[config.mk]
export PLATFORM = sky130hd
export DESIGN_NAME = hdmi_period_ctrl_flat
export DESIGN_NICKNAME = d
export VERILOG_FILES = /design/src/rtl/hdmi_pkg.sv /design/src/rtl/hdmi_period_ctrl_if.sv /design/src/rtl/hdmi_period_ctrl_delay_line.sv /design/src/rtl/hdmi_period_ctrl.sv /design/src/flat_wrapper.sv
export SDC_FILE = /design/constraint.sdc
export NUM_CORES = 1
export LEC_CHECK = 0
export BUFFER_PORTS_ARGS = -buffer_cell sky130_fd_sc_hd__buf_2
export CAP_MARGIN = 20
export CORE_MARGIN = 5
export CORE_UTILIZATION = 45
export DETAILED_ROUTE_END_ITERATION = 10
export SYNTH_ARGS = -nofsm -noshare
export SYNTH_HDL_FRONTEND = slang
export SYNTH_HIERARCHICAL = 1
export SYNTH_SLANG_ARGS = --single-unit
[constraint.sdc]
create_clock -name clk_pix -period 5.3 [get_ports clk_pix]
set_clock_uncertainty 0.2 [all_clocks]
set_input_delay 0.265 -clock clk_pix [delete_from_list [all_inputs] [get_ports clk_pix]]
set_output_delay 0.265 -clock clk_pix [all_outputs]
set_load 0.005 [all_outputs]
[src/rtl/hdmi_pkg.sv]
// Shared HDMI definitions: period encodings, preamble control words, guard-band codes and
// pipeline constants.
package hdmi_pkg;

  typedef enum logic [1:0] {
    MODE_CTRL  = 2'd0,
    MODE_PRE   = 2'd1,
    MODE_GUARD = 2'd2,
    MODE_VIDEO = 2'd3
  } mode_e;

  localparam int LAT       = 10;
  localparam int PRE_LEN   = 8;
  localparam int GUARD_LEN = 2;

  // Video-preamble CTL3..CTL0 = 4'b0001, carried on cd2:cd1.
  localparam logic [1:0] PRE_CD1 = 2'b01;
  localparam logic [1:0] PRE_CD2 = 2'b00;

  localparam logic [9:0] GUARD_CH0 = 10'b1011001100;
  localparam logic [9:0] GUARD_CH1 = 10'b0100110011;
  localparam logic [9:0] GUARD_CH2 = 10'b1011001100;

  function automatic logic [9:0] guard_code(input logic [1:0] ch);
    case (ch)
      2'd1:    return GUARD_CH1;
      2'd2:    return GUARD_CH2;
      default: return GUARD_CH0;
    endcase
  endfunction

endpackage

[src/rtl/hdmi_period_ctrl_if.sv]
// Timing/colour inputs and encoder-side outputs of the HDMI period controller.
interface hdmi_period_ctrl_if;
  logic       de, hsync, vsync;
  logic [7:0] r, g, b;
  logic [7:0] vd_r, vd_g, vd_b;
  logic [1:0] cd0, cd1, cd2;
  logic [1:0] mode;
  logic       vde, guard, timing_err;

  modport master (
    output de, hsync, vsync, r, g, b,
    input  vd_r, vd_g, vd_b, cd0, cd1, cd2, mode, vde, guard, timing_err
  );

  modport slave (
    input  de, hsync, vsync, r, g, b,
    output vd_r, vd_g, vd_b, cd0, cd1, cd2, mode, vde, guard, timing_err
  );
endinterface

[src/rtl/hdmi_period_ctrl_delay_line.sv]
// Fixed-depth register delay line with synchronous clear.
module delay_line #(
  parameter int W     = 1,
  parameter int DEPTH = 1
) (
  input  logic         clk,
  input  logic         rst,
  input  logic [W-1:0] din,
  output logic [W-1:0] dout
);

  logic [DEPTH-1:0][W-1:0] pipe_q, pipe_d;

  always_comb begin
    pipe_d[0] = din;
    for (int i = 1; i < DEPTH; i++) pipe_d[i] = pipe_q[i-1];
  end

  always_ff @(posedge clk) begin
    if (rst) pipe_q <= '0;
    else     pipe_q <= pipe_d;
  end

  assign dout = pipe_q[DEPTH-1];

endmodule

[src/rtl/hdmi_period_ctrl.sv]
// HDMI period sequencer: delays timing and colour by LAT cycles and inserts a preamble
// and guard band ahead of every video line, with all outputs aligned to the delayed pixels.
module hdmi_period_ctrl
  import hdmi_pkg::*;
#(
  parameter bit DVI_MODE = 1'b0
) (
  input  logic               clk_pix,
  input  logic               rst_pix,
  hdmi_period_ctrl_if.slave  bus
);

  localparam int DW = 27;

  logic [DW-1:0] dl_in, dl_out;
  logic          de_d, hs_d, vs_d;
  logic [23:0]   rgb_d;

  assign dl_in = {bus.de, bus.hsync, bus.vsync, bus.r, bus.g, bus.b};

  delay_line #(.W(DW), .DEPTH(LAT)) u_delay (
    .clk  (clk_pix),
    .rst  (rst_pix),
    .din  (dl_in),
    .dout (dl_out)
  );

  assign {de_d, hs_d, vs_d, rgb_d} = dl_out;

  mode_e       state_q, state_d;
  logic [2:0]  cnt_q, cnt_d;
  logic        de_prev_q, de_prev_d;
  logic        err_q, err_d;
  logic        vde_q, vde_d;
  logic        guard_q, guard_d;
  logic [1:0]  cd0_q, cd0_d, cd1_q, cd1_d, cd2_q, cd2_d;
  logic [23:0] vd_q, vd_d;
  logic        de_rise;

  always_comb begin
    de_rise   = bus.de & ~de_prev_q;
    de_prev_d = bus.de;
    state_d   = state_q;
    cnt_d     = cnt_q;
    err_d     = err_q;

    if (de_d) begin
      state_d = MODE_VIDEO;
      cnt_d   = '0;
    end else begin
      case (state_q)
        MODE_PRE: begin
          if (cnt_q == '0) begin
            state_d = MODE_GUARD;
            cnt_d   = 3'(GUARD_LEN - 1);
          end else begin
            cnt_d = cnt_q - 3'd1;
          end
        end
        MODE_GUARD: begin
          if (cnt_q == '0) state_d = MODE_CTRL;
          else             cnt_d   = cnt_q - 3'd1;
        end
        default: begin
          // Idle, or the last video cycle: a new line with a gap of exactly LAT may start here.
          state_d = MODE_CTRL;
          cnt_d   = '0;
          if (de_rise && !DVI_MODE) begin
            state_d = MODE_PRE;
            cnt_d   = 3'(PRE_LEN - 1);
          end
        end
      endcase
    end

    // An edge that cannot get a full preamble + guard ahead of its delayed data is dropped.
    if (!DVI_MODE && de_rise &&
        (de_d || state_q == MODE_PRE || state_q == MODE_GUARD))
      err_d = 1'b1;

    vde_d   = (state_d == MODE_VIDEO);
    guard_d = (state_d == MODE_GUARD);
    cd0_d   = vde_d ? 2'b00 : {vs_d, hs_d};
    cd1_d   = (state_d == MODE_PRE) ? PRE_CD1 : 2'b00;
    cd2_d   = (state_d == MODE_PRE) ? PRE_CD2 : 2'b00;
    vd_d    = rgb_d;
  end

  always_ff @(posedge clk_pix) begin
    if (rst_pix) begin
      state_q   <= MODE_CTRL;
      cnt_q     <= '0;
      de_prev_q <= 1'b0;
      err_q     <= 1'b0;
      vde_q     <= 1'b0;
      guard_q   <= 1'b0;
      cd0_q     <= '0;
      cd1_q     <= '0;
      cd2_q     <= '0;
      vd_q      <= '0;
    end else begin
      state_q   <= state_d;
      cnt_q     <= cnt_d;
      de_prev_q <= de_prev_d;
      err_q     <= err_d;
      vde_q     <= vde_d;
      guard_q   <= guard_d;
      cd0_q     <= cd0_d;
      cd1_q     <= cd1_d;
      cd2_q     <= cd2_d;
      vd_q      <= vd_d;
    end
  end

  assign bus.mode       = state_q;
  assign bus.vde        = vde_q;
  assign bus.guard      = guard_q;
  assign bus.timing_err = err_q;
  assign bus.cd0        = cd0_q;
  assign bus.cd1        = cd1_q;
  assign bus.cd2        = cd2_q;
  assign bus.vd_r       = vd_q[23:16];
  assign bus.vd_g       = vd_q[15:8];
  assign bus.vd_b       = vd_q[7:0];

endmodule

[src/flat_wrapper.sv]
// flat-port wrapper written by rule: the top's interface ports become plain ports
module hdmi_period_ctrl_flat import hdmi_pkg::*;
#(
  parameter bit DVI_MODE = 1'b0
)
  (clk_pix, rst_pix, bus_de, bus_hsync, bus_vsync, bus_r, bus_g, bus_b, bus_vd_r, bus_vd_g, bus_vd_b, bus_cd0, bus_cd1, bus_cd2, bus_mode, bus_vde, bus_guard, bus_timing_err);
  hdmi_period_ctrl_if bus_i ();
  input  logic clk_pix;
  input  logic rst_pix;
  input wire logic [$bits(bus_i.de)-1:0] bus_de;
  input wire logic [$bits(bus_i.hsync)-1:0] bus_hsync;
  input wire logic [$bits(bus_i.vsync)-1:0] bus_vsync;
  input wire logic [$bits(bus_i.r)-1:0] bus_r;
  input wire logic [$bits(bus_i.g)-1:0] bus_g;
  input wire logic [$bits(bus_i.b)-1:0] bus_b;
  output wire logic [$bits(bus_i.vd_r)-1:0] bus_vd_r;
  output wire logic [$bits(bus_i.vd_g)-1:0] bus_vd_g;
  output wire logic [$bits(bus_i.vd_b)-1:0] bus_vd_b;
  output wire logic [$bits(bus_i.cd0)-1:0] bus_cd0;
  output wire logic [$bits(bus_i.cd1)-1:0] bus_cd1;
  output wire logic [$bits(bus_i.cd2)-1:0] bus_cd2;
  output wire logic [$bits(bus_i.mode)-1:0] bus_mode;
  output wire logic [$bits(bus_i.vde)-1:0] bus_vde;
  output wire logic [$bits(bus_i.guard)-1:0] bus_guard;
  output wire logic [$bits(bus_i.timing_err)-1:0] bus_timing_err;
  assign bus_i.de = bus_de;
  assign bus_i.hsync = bus_hsync;
  assign bus_i.vsync = bus_vsync;
  assign bus_i.r = bus_r;
  assign bus_i.g = bus_g;
  assign bus_i.b = bus_b;
  assign bus_vd_r = bus_i.vd_r;
  assign bus_vd_g = bus_i.vd_g;
  assign bus_vd_b = bus_i.vd_b;
  assign bus_cd0 = bus_i.cd0;
  assign bus_cd1 = bus_i.cd1;
  assign bus_cd2 = bus_i.cd2;
  assign bus_mode = bus_i.mode;
  assign bus_vde = bus_i.vde;
  assign bus_guard = bus_i.guard;
  assign bus_timing_err = bus_i.timing_err;
  hdmi_period_ctrl #(.DVI_MODE(DVI_MODE)) u_core (.clk_pix(clk_pix), .rst_pix(rst_pix), .bus(bus_i));
endmodule
Yosys cells after proc, flatten, opt, wreduce, memory -nomap -nowiden
Cells that the tools add are included.
W data, S select, Z words.

operators by class
  $add $sub $neg = 1
  eq/ne operators = 6
  mux-type cells = 10
  bitwise logic cells = 2
  reductions and logical operators = 6

operator list
  kind                   count
  $mux W3                3
  $eq A2 B2 Y1 const B   3
  $mux W2                3
  $pmux W3 S2            1
  $eq A2 B1 Y1 const B   2
  $pmux W2 S2            1
  $reduce_or A2 Y1       2
  $logic_not A3 Y1       1
  $sub A3 B1 Y3 const B  1
  $logic_or A1 B1 Y1     2
  $mux W1                2
  $ne A2 B2 Y1 const B   1
  $and A1 B1 Y1          1
  $logic_and A1 B1 Y1    1
  $not A1 Y1             1

word-level totals
  register bits = 307
  input port bits = 29
  output and inout port bits = 35
  word-level logic and storage cells = 44

Longest topological paths before layout
Gate-level depths: netlist of the first run.

  depth in word-level cells = 7
  mapped depth = 6
  depth with buffers taken out = 6

By module
Netlist of the first run, hierarchy kept.

by module, submodules not included
  module            instances  cells an instance  area each (um2)  sequential area each (um2)
  delay_line        1          570                8331.7           5405.2
  hdmi_period_ctrl  1          114                1208.7           720.7

Worst setup path before layout of the first run
Ideal clock, no wire load.

  path kind = reg-to-reg
  start point = register u_core.state_q[0] (netlist: u_core/bus.mode[0])
  end point = register u_core.cd0_q[0] (netlist: u_core/bus.cd0[0])
  library setup time = 0.124 ns
  arrival = 1.555 ns
  data required time = 4.976 ns
  slack = 3.421 ns
  stages on the path, launching flop included = 7
  path buffers = 0
  period minus slack after synthesis = 1.879 ns
  cells stage by stage = dfxtp_1 > inv_1 > ha_1 > o21bai_4 > o31a_1 > nor4_2 > nor2_1

on the way
  longest elaborated chain between the ends = 5
  elaborated cells on any way between the ends = 8
  classes of those cells = eq/ne: 3; mux: 4; reduce/logical: 1

ends and longest elaborated chain
  what                                        line                     RTL
  start: declaration                          hdmi_period_ctrl.sv:30   mode_e state_q, state_d;
  start signal: assignment                    hdmi_period_ctrl.sv:102  state_q <= state_d;
  $eq A2 B2 Y1, or another cell as far along  hdmi_period_ctrl.sv:51   case (state_q)
  $pmux W2 S2 (*)                             hdmi_period_ctrl.sv:51
  $mux W2 (*)                                 hdmi_period_ctrl.sv:47   if (de_d) begin
  $eq A2 B2 Y1 (*)                            hdmi_period_ctrl.sv:81   vde_d = (state_d == MODE_VIDEO);
  $reduce_or A2 Y1 (no line) (*)              -
  end signal: assignment                      hdmi_period_ctrl.sv:97   cd0_q <= '0;
  end signal: assignment                      hdmi_period_ctrl.sv:108  cd0_q <= cd0_d;
  end: declaration                            hdmi_period_ctrl.sv:36   logic [1:0] cd0_q, cd0_d, cd1_q, cd1_d, cd2_q, cd2_d;

Mark *: on every way between the ends. The rest lies on a longest branch, timed or not.
A chain may end at the register's enable or synchronous reset.

Worst setup path after layout of the first run
  start point = register u_core.state_q[0] (netlist: u_core/bus.mode[0])
  end point = register u_core.cd0_q[1] (netlist: u_core/bus.cd0[1])

Same word-level chain as after synthesis.

==> run_results.csv, run 1 <==
group,metric,value,unit
run_status,outcome,"completed",
synthesis,ys_warn_count,6,
floorplanning,die_w,156,um
sta,finalHoldViolations,0,
synthesis,syn_area_per_cell,13.9,um^2
sta,grt_setup_unrepaired,"false",
sta,timing.setup.tns,0,ns
global_route,grt_pass1_wl,17.7,mm
sta,setup_viol_count_final,0,
synthesis,yosys.area.top_type_share,0.642,
floorplanning,start_util,0.455,
power_and_ir_drop,p_switching,0.863,mW
power_and_ir_drop,internal-power,3.66,mW
clock_tree,ctsResizeCount,0,
power_and_ir_drop,seqPwrFrac,0.519,
detailed_routing,drc,0,
power_and_ir_drop,switching_share,0.191,
power_and_ir_drop,leakage,4.31,nW
power_and_ir_drop,vdd_drop_max,0.228,mV
detailed_routing,drt_wl_total,10.1,mm
critical_path,worstSetupEndpointType,"register",
finish,multi_input_area,0.00295,mm^2
synthesis,yosysSeqAreaShare,0.642,
synthesis,synthDistinctLibCells,31,
critical_path,crit_slowest_cell,"dfxtp_1",
critical_path,crit_arrival,2.31,ns
synthesis,syn_inst,684,
hold_path,hold_class,"in -> reg",
critical_path,crit_fanout,6,
finish,instances_no_fill,1067,
clock_tree,h-tree-depth,1,
clock_tree,hold_buffers,27,
clock_tree,clk_pin_slew_worst_paths,0.06,ns
sta,max_freq,472,MHz
synthesis,yosysTopAreaCell,"dfxtp_1",
finish,drive_gt1_frac,0.396,
global_route,grt_start_max_net_pins,117,
floorplanning,dieArea,0.0242,mm^2
detailed_routing,drt_iter0_markers,140,
sta,slew_headroom,0.342,
placed_design,portBuffers,60,
finish,layout_common_cells,"dfxtp_1 (306), nor2b_2 (135), nor2b_1 (96)",
detailed_routing,num_vias,4120,
job,cap_violations,0,
floorplanning,rows,53,
global_route,overflow,0,
detailed_routing,postRouteAntennaNets,0,
sta,fin_crit_sh,0.399,
synthesis,syn_area,0.00954,mm^2
finish,antenna_cells,0,
detailed_routing,viasPerCell,3.86,
floorplanning,core-area,0.0210,mm^2
synthesis,ys_top_cells_by_area,"dfxtp_1 (64%), nor2b_2 (12%), nor2b_4 (9.4%)",
placed_design,gp_congestion,0.661,
clock_tree,cts_tree,"built",
finish,mostFrequentLayoutCell,"dfxtp_1",
sta,tightest_slew,0.987,ns
placed_design,place_inst,988,
placed_design,dp_hpwl,5.41,mm
power_and_ir_drop,combPwrFrac,0.032,
sta,drv_slew,0,
critical_path,crit_path_start_kind,"register",
critical_path,path_cells,"inv_1, ha_1, o21bai_4, o31a_1, nor4_2, nor2_1",
global_route,track_usage,0.0842,
power_and_ir_drop,pwr-share-clk,0.449,
floorplanning,fp.dieH,156,um
critical_path,cp_slowest_stage_delay,0.37,ns
critical_path,critical_path_class,"reg -> reg",
synthesis,synth_seq_cells,306,
detailed_routing,wire_per_inst,9.49,um
clock_tree,cts.sinks,306,
power_and_ir_drop,powerDensity,409,mW/mm^2
finish,nets,804,
clock_tree,cts-root-buf,"clkbuf_16",
global_route,antenna_found_initial,0,
global_route,grt_pass1_vias,4010,
clock_tree,cts-root-to-sink-buffers,3,
clock_tree,cts_buffers,29,
critical_path,required,5.49,ns
clock_tree,cts_setup_buffers,0,
detailed_routing,drtPass1Iterations,4,
floorplanning,io_pins,64,
sta,min_period,2.12,ns
finish,synthToLayoutAreaGrowth,15.8,%
finish,seq_area,0.00613,mm^2
clock_tree,clock_latency,0.52,ns
finish,fillerInstances,1838,
==> power groups by stage <==
stage / clock (mW) / sequential, mW / combinational [mW]
2_1_floorplan: 0 / 2.39 / 0.136
5_1_grt: 2.19 / 2.35 / 0.159
6_report: 2.03 / 2.34 / 0.145
3_5_place_dp: 0 / 2.40 / 0.131
3_3_place_gp: 0 / 2.40 / 0.127
4_1_cts: 2.10 / 2.34 / 0.147
==> registers in the layout, summed over array words and instances, names as in the netlist, 2 cells and up <==
name / cells
u_core/vd_q: 24
u_core/u_delay/pipe_d: 243
u_core/bus.cd0: 2
u_core/bus.mode: 2
u_core/cnt_q: 3
u_core/u_delay/dout: 27
==> stage by stage <==
| step | total power, mW | utilization | hold WS [ns] | instance area (um^2) | worst slack [ns] |
|---|---|---|---|---|---|
| after CTS | 4.59 | 0.527 | 0.113 | 11100 | 3.21 |
| after global routing | 4.70 | 0.527 | 0.144 | 11100 | 3.11 |
| after floorplan | 2.53 | - | 0.193 | 9550 | 3.42 |
| after detailed placement | 2.53 | 0.467 | 0.211 | 9790 | 3.09 |
| after global placement | 2.52 | 0.467 | 0.210 | 9790 | 3.14 |
| final | 4.52 | 0.527 | 0.0949 | 11100 | 3.18 |
==> worst max-delay path, delay by kind of cell, from the launching register on <==
kind,cells,cell delay (ns)
AOI/OAI and AO/OA,2,0.53
adders and majority gates,1,0.37
buffers and inverters,1,0.08
DFF,1,0.37
and+or+nand+nor,2,0.45
==> cell usage after synthesis, drive strengths merged <==
library cell,n
o21bai,1
o31a,1
inv,6
o21a,1
a211o,1
and2b,1
o21ai,4
nand3b,1
ha,4
nand2b,2
nor4,2
nor2b,296
nor3,1
o21ba,1
dfxtp,306
buf,33
nor2,5
a21oi,5
and3,1
conb,1
nand2,4
a31oi,2
clkbuf,3
or3,2
==> cell families after synthesis <==
family	after synthesis	share of synthesized area
other cells	1	0.000393
compound gates	16	0.0117
flops	306	0.642
fa+ha+maj	4	0.00525
buf+inv	42	0.0490
simple gates	315	0.292
==> routing by layer <==
metal  wire length, um  part of all wire  GRT usage  vias to the layer above
li1                  -                 -          -                     2237
met1              5040              0.50      0.116                     1749
met2              3990              0.39      0.123                      100
met3               725             0.072     0.0244                       34
met4               374             0.037     0.0379                        0
met5                 0                 0          0                        -
==> final cells by class <==
class,count,area share
clock buffer,44,0.0807
inverter,6,0.00204
tap,275,0.0311
timing repair buffer,90,0.0557
sequential,306,0.554
multi-input combinational,338,0.267
clock inverter,8,0.00872
==> worst paths after layout <==
| kind | slack, ns | endpoint | cells after the start | from |
|---|---|---|---|---|
| worst max-delay path | 3.18 | u_core/bus.cd0[1]$_SDFF_PP0_ | 6 | u_core/bus.mode[0]$_SDFF_PP0_ |
| worst min-delay path | 0.09 | u_core/vd_q[19]$_SDFF_PP0_ | 2 | rst_pix |
| worst max register to register | 3.18 | u_core/bus.cd0[1]$_SDFF_PP0_ | 6 | u_core/bus.mode[0]$_SDFF_PP0_ |
| worst min register to register | 0.22 | u_core/bus.cd0[1]$_SDFF_PP0_ | 2 | u_core/u_delay/dout[24]$_SDFF_PP0_ |
Power figures use the tool's default switching activity.
==> run 2: changes to the inputs <==
- ABC_AREA: not set -> 1
- clock period: 5.3 -> 1.9 ns (I/O delays scaled with it)
==> run 2 against run 1 <==
- utilization up 3.3 points
- total power rose to 2.8 times the previous value
- die area down 5.4%
- sequential cell count unchanged
- non-clock buffer count up 31
- register-to-register slack worse by 2.9 ns
- combinational power rose to 2.5 times the previous value
- sequential power rose to 2.8 times the previous value
- hold slack better by 0.052 ns
- sequential share of layout area up 0.40 points
- clock power rose to 2.9 times the previous value
- wire length down 5.0%
- largest cell class unchanged
==> run_results.csv, run 2 <==
group,metric,value,unit
floorplanning,start_util,0.459,
critical_path,crit_fanout,61,
sta,fin_crit_sh,0.938,
synthesis,synth.cells.most_frequent,"inv_1 (308), dfxtp_1 (306), nor2_1 (304), buf_6 (23)",
finish,layout_common_cells,"inv_1 (308), dfxtp_1 (306), nor2_1 (304)",
placed_design,portBuffers,60,
global_route,antenna_found_initial,0,
floorplanning,die_w,151,um
power_and_ir_drop,vdd_drop_max,0.790,mV
global_route,track_usage,0.0900,
placed_design,gp_congestion,0.638,
floorplanning,io_pins,64,
power_and_ir_drop,seqPwrFrac,0.511,
clock_tree,cts-root-buf,"clkbuf_16",
finish,mostFrequentLayoutCell,"inv_1",
synthesis,yosysTopAreaCell,"dfxtp_1",
synthesis,syn_area_per_cell,9.05,um^2
synthesis,syn_inst,993,
finish,design_area,0.0110,mm^2
finish,largest_reg_flops,243,
placed_design,dp_hpwl,5.09,mm
synthesis,synth_edf_count,0,
placed_design,dpl_cell_area,0.00941,mm^2
job,cap_violations,0,
hold_path,min_path_cells,4,
sta,setup_viol_count_final,0,
hold_path,hold_start,"bus_r[3]",
detailed_routing,drt_iter0_markers,195,
synthesis,async_reset_ff_frac,0,
finish,synthToLayoutAreaGrowth,22.0,%
power_and_ir_drop,powerDensity,1170,mW/mm^2
floorplanning,core-area,0.0196,mm^2
detailed_routing,postRouteAntennaNets,0,
floorplanning,dieArea,0.0229,mm^2
detailed_routing,drtPass1Iterations,4,
hold_path,hold-path-endpoint,"u_core/u_delay/pipe_d[46]$_SDFF_PP0_",
hold_path,hold_class,"in -> reg",
clock_tree,cts-root-to-sink-buffers,3,
sta,finalHoldViolations,0,
detailed_routing,viasPerCell,3.39,
placed_design,place_inst,1291,
power_and_ir_drop,combPwrFrac,0.028,
sta,grt_setup_unrepaired,"false",
floorplanning,fp.dieH,151,um
global_route,grt_start_max_net_pins,62,
critical_path,critical_path_class,"in -> reg",
finish,instances_no_fill,1399,
floorplanning,rows,51,
critical_path,worstRegToRegCells,8,
clock_tree,cts_buffers,29,
sta,drv_slew,0,
critical_path,worstSetupEndpointType,"register",
sta,timing.setup.tns,0,ns
sta,max_freq,561,MHz
global_route,overflow,0,
finish,antenna_cells,0,
sta,min_period,1.78,ns
critical_path,worstReg2RegStart,"u_core/bus.mode[0]$_SDFF_PP0_",
power_and_ir_drop,switching_share,0.191,
global_route,grt_pass1_wl,17.7,mm
synthesis,synth.most_common_cell,"inv_1",
clock_tree,clk_pin_slew_worst_paths,0.06,ns
critical_path,r2r_slack,0.30,ns
synthesis,synthDistinctLibCells,22,
critical_path,required,2.10,ns
clock_tree,cts.sinks,306,
synthesis,ys_warn_count,6,
detailed_routing,num_vias,4748,
synthesis,synth-main-ff-cell,"dfxtp_1",
synthesis,syn_area,0.00899,mm^2
synthesis,ys_top_cells_by_area,"dfxtp_1 (68%), inv_1 (13%), nor2_1 (13%)",
clock_tree,cts_tree,"built",
global_route,grt_pass1_vias,4196,
critical_path,reg2reg_to,"u_core/bus.cd0[1]$_SDFF_PP0_",
detailed_routing,wire_per_inst,6.88,um
power_and_ir_drop,pwr-share-clk,0.460,
power_and_ir_drop,p_switching,2.44,mW
synthesis,yosys.area.top_type_share,0.681,
power_and_ir_drop,leakage,4.77,nW
critical_path,crit_arrival,1.99,ns
clock_tree,clock_latency,0.53,ns
clock_tree,h-tree-depth,1,
detailed_routing,drt_wl_total,9.62,mm
power_and_ir_drop,finalPower,12.8,mW
detailed_routing,drc,0,
synthesis,yosysSeqAreaShare,0.681,
finish,nets,1144,
finish,drive_gt1_frac,0.111,
finish,fillerInstances,1721,
synthesis,synth_seq_cells,306,
power_and_ir_drop,internal-power,10.4,mW
run_status,outcome,"completed",
critical_path,crit_path_start_kind,"input pin",
run 2: cell families after synthesis:
kind of cell / after synthesis / share of synthesized area
buffers and inverters: 347 / 0.167
AND/OR/NAND/NOR: 327 / 0.141
flip-flops: 306 / 0.681
AO/OA/AOI/OAI: 7 / 0.00404
adder cells (fa/ha/maj): 4 / 0.00557
XOR/XNOR: 1 / 0.000974
other: 1 / 0.000417
run 2: metal layers:
metal | vias to the layer above | GRT usage | part of all wire
met5 | - | 0 | 0
met4 | 0 | 0.0385 | 0.033
met3 | 27 | 0.0257 | 0.072
met2 | 91 | 0.144 | 0.40
met1 | 1715 | 0.114 | 0.49
li1 | 2915 | - | -
run 2: final cells by class:
cell class	count	area, um^2	area share
Clock buffer	43	858	0.0782
Clock inverter	11	161	0.0147
Inverter	311	1170	0.106
Multi-Input combinational cell	342	1370	0.125
Sequential cell	306	6130	0.558
Tap cell	265	332	0.0302
Timing Repair Buffer	121	953	0.0869
run 2: power by group through the flow:
stage | logic, mW | clock network [mW] | registers [mW]
after global placement | 0.279 | 0 | 6.68
final | 0.364 | 5.88 | 6.54
after detailed placement | 0.282 | 0 | 6.68
after CTS | 0.366 | 6.07 | 6.54
after floorplan | 0.249 | 0 | 6.68
after global routing | 0.420 | 6.32 | 6.55
run 2: worst max-delay path by stage:
stage | startpoint | endpoint | slack [ns] | cells after the start
floorplan | u_core/bus.mode[0]$_SDFF_PP0_ | u_core/bus.cd0[0]$_SDFF_PP0_ | 0.41 | 8
global placement | u_core/bus.mode[0]$_SDFF_PP0_ | u_core/bus.cd0[1]$_SDFF_PP0_ | 0.38 | 8
detailed placement | u_core/bus.mode[0]$_SDFF_PP0_ | u_core/bus.cd0[1]$_SDFF_PP0_ | 0.32 | 8
CTS | rst_pix | u_core/u_delay/pipe_d[33]$_SDFF_PP0_ | 0.15 | 5
global route | rst_pix | u_core/u_delay/pipe_d[31]$_SDFF_PP0_ | 0.03 | 5
finish | rst_pix | u_core/u_delay/pipe_d[31]$_SDFF_PP0_ | 0.12 | 5
run 2: what timing repair did:
| action | 4_1_cts | 5_1_grt |
|---|---|---|
| hold endpoints to repair | 299 | 0 |
| setup buffers | 0 | 0 |
| gates resized for setup | 0 | 0 |
| hold buffers | 54 | 0 |
run 2: metrics by stage:
stage          hold WS [ns]  utilization  setup slack [ns]
3_5_place_dp         0.0997        0.480             0.322
4_1_cts               0.113        0.560             0.146
3_3_place_gp         0.0949        0.480             0.376
5_1_grt               0.164        0.560            0.0318
6_report              0.147        0.560             0.117
2_1_floorplan       0.00197            -             0.406
run 2: critical path, cell delays in order:
cell	delay [ns]
dlygate4sd3_1	0.56
buf_8	0.34
buf_12	0.30
nor2_1	0.08
dlygate4sd3_1	0.56
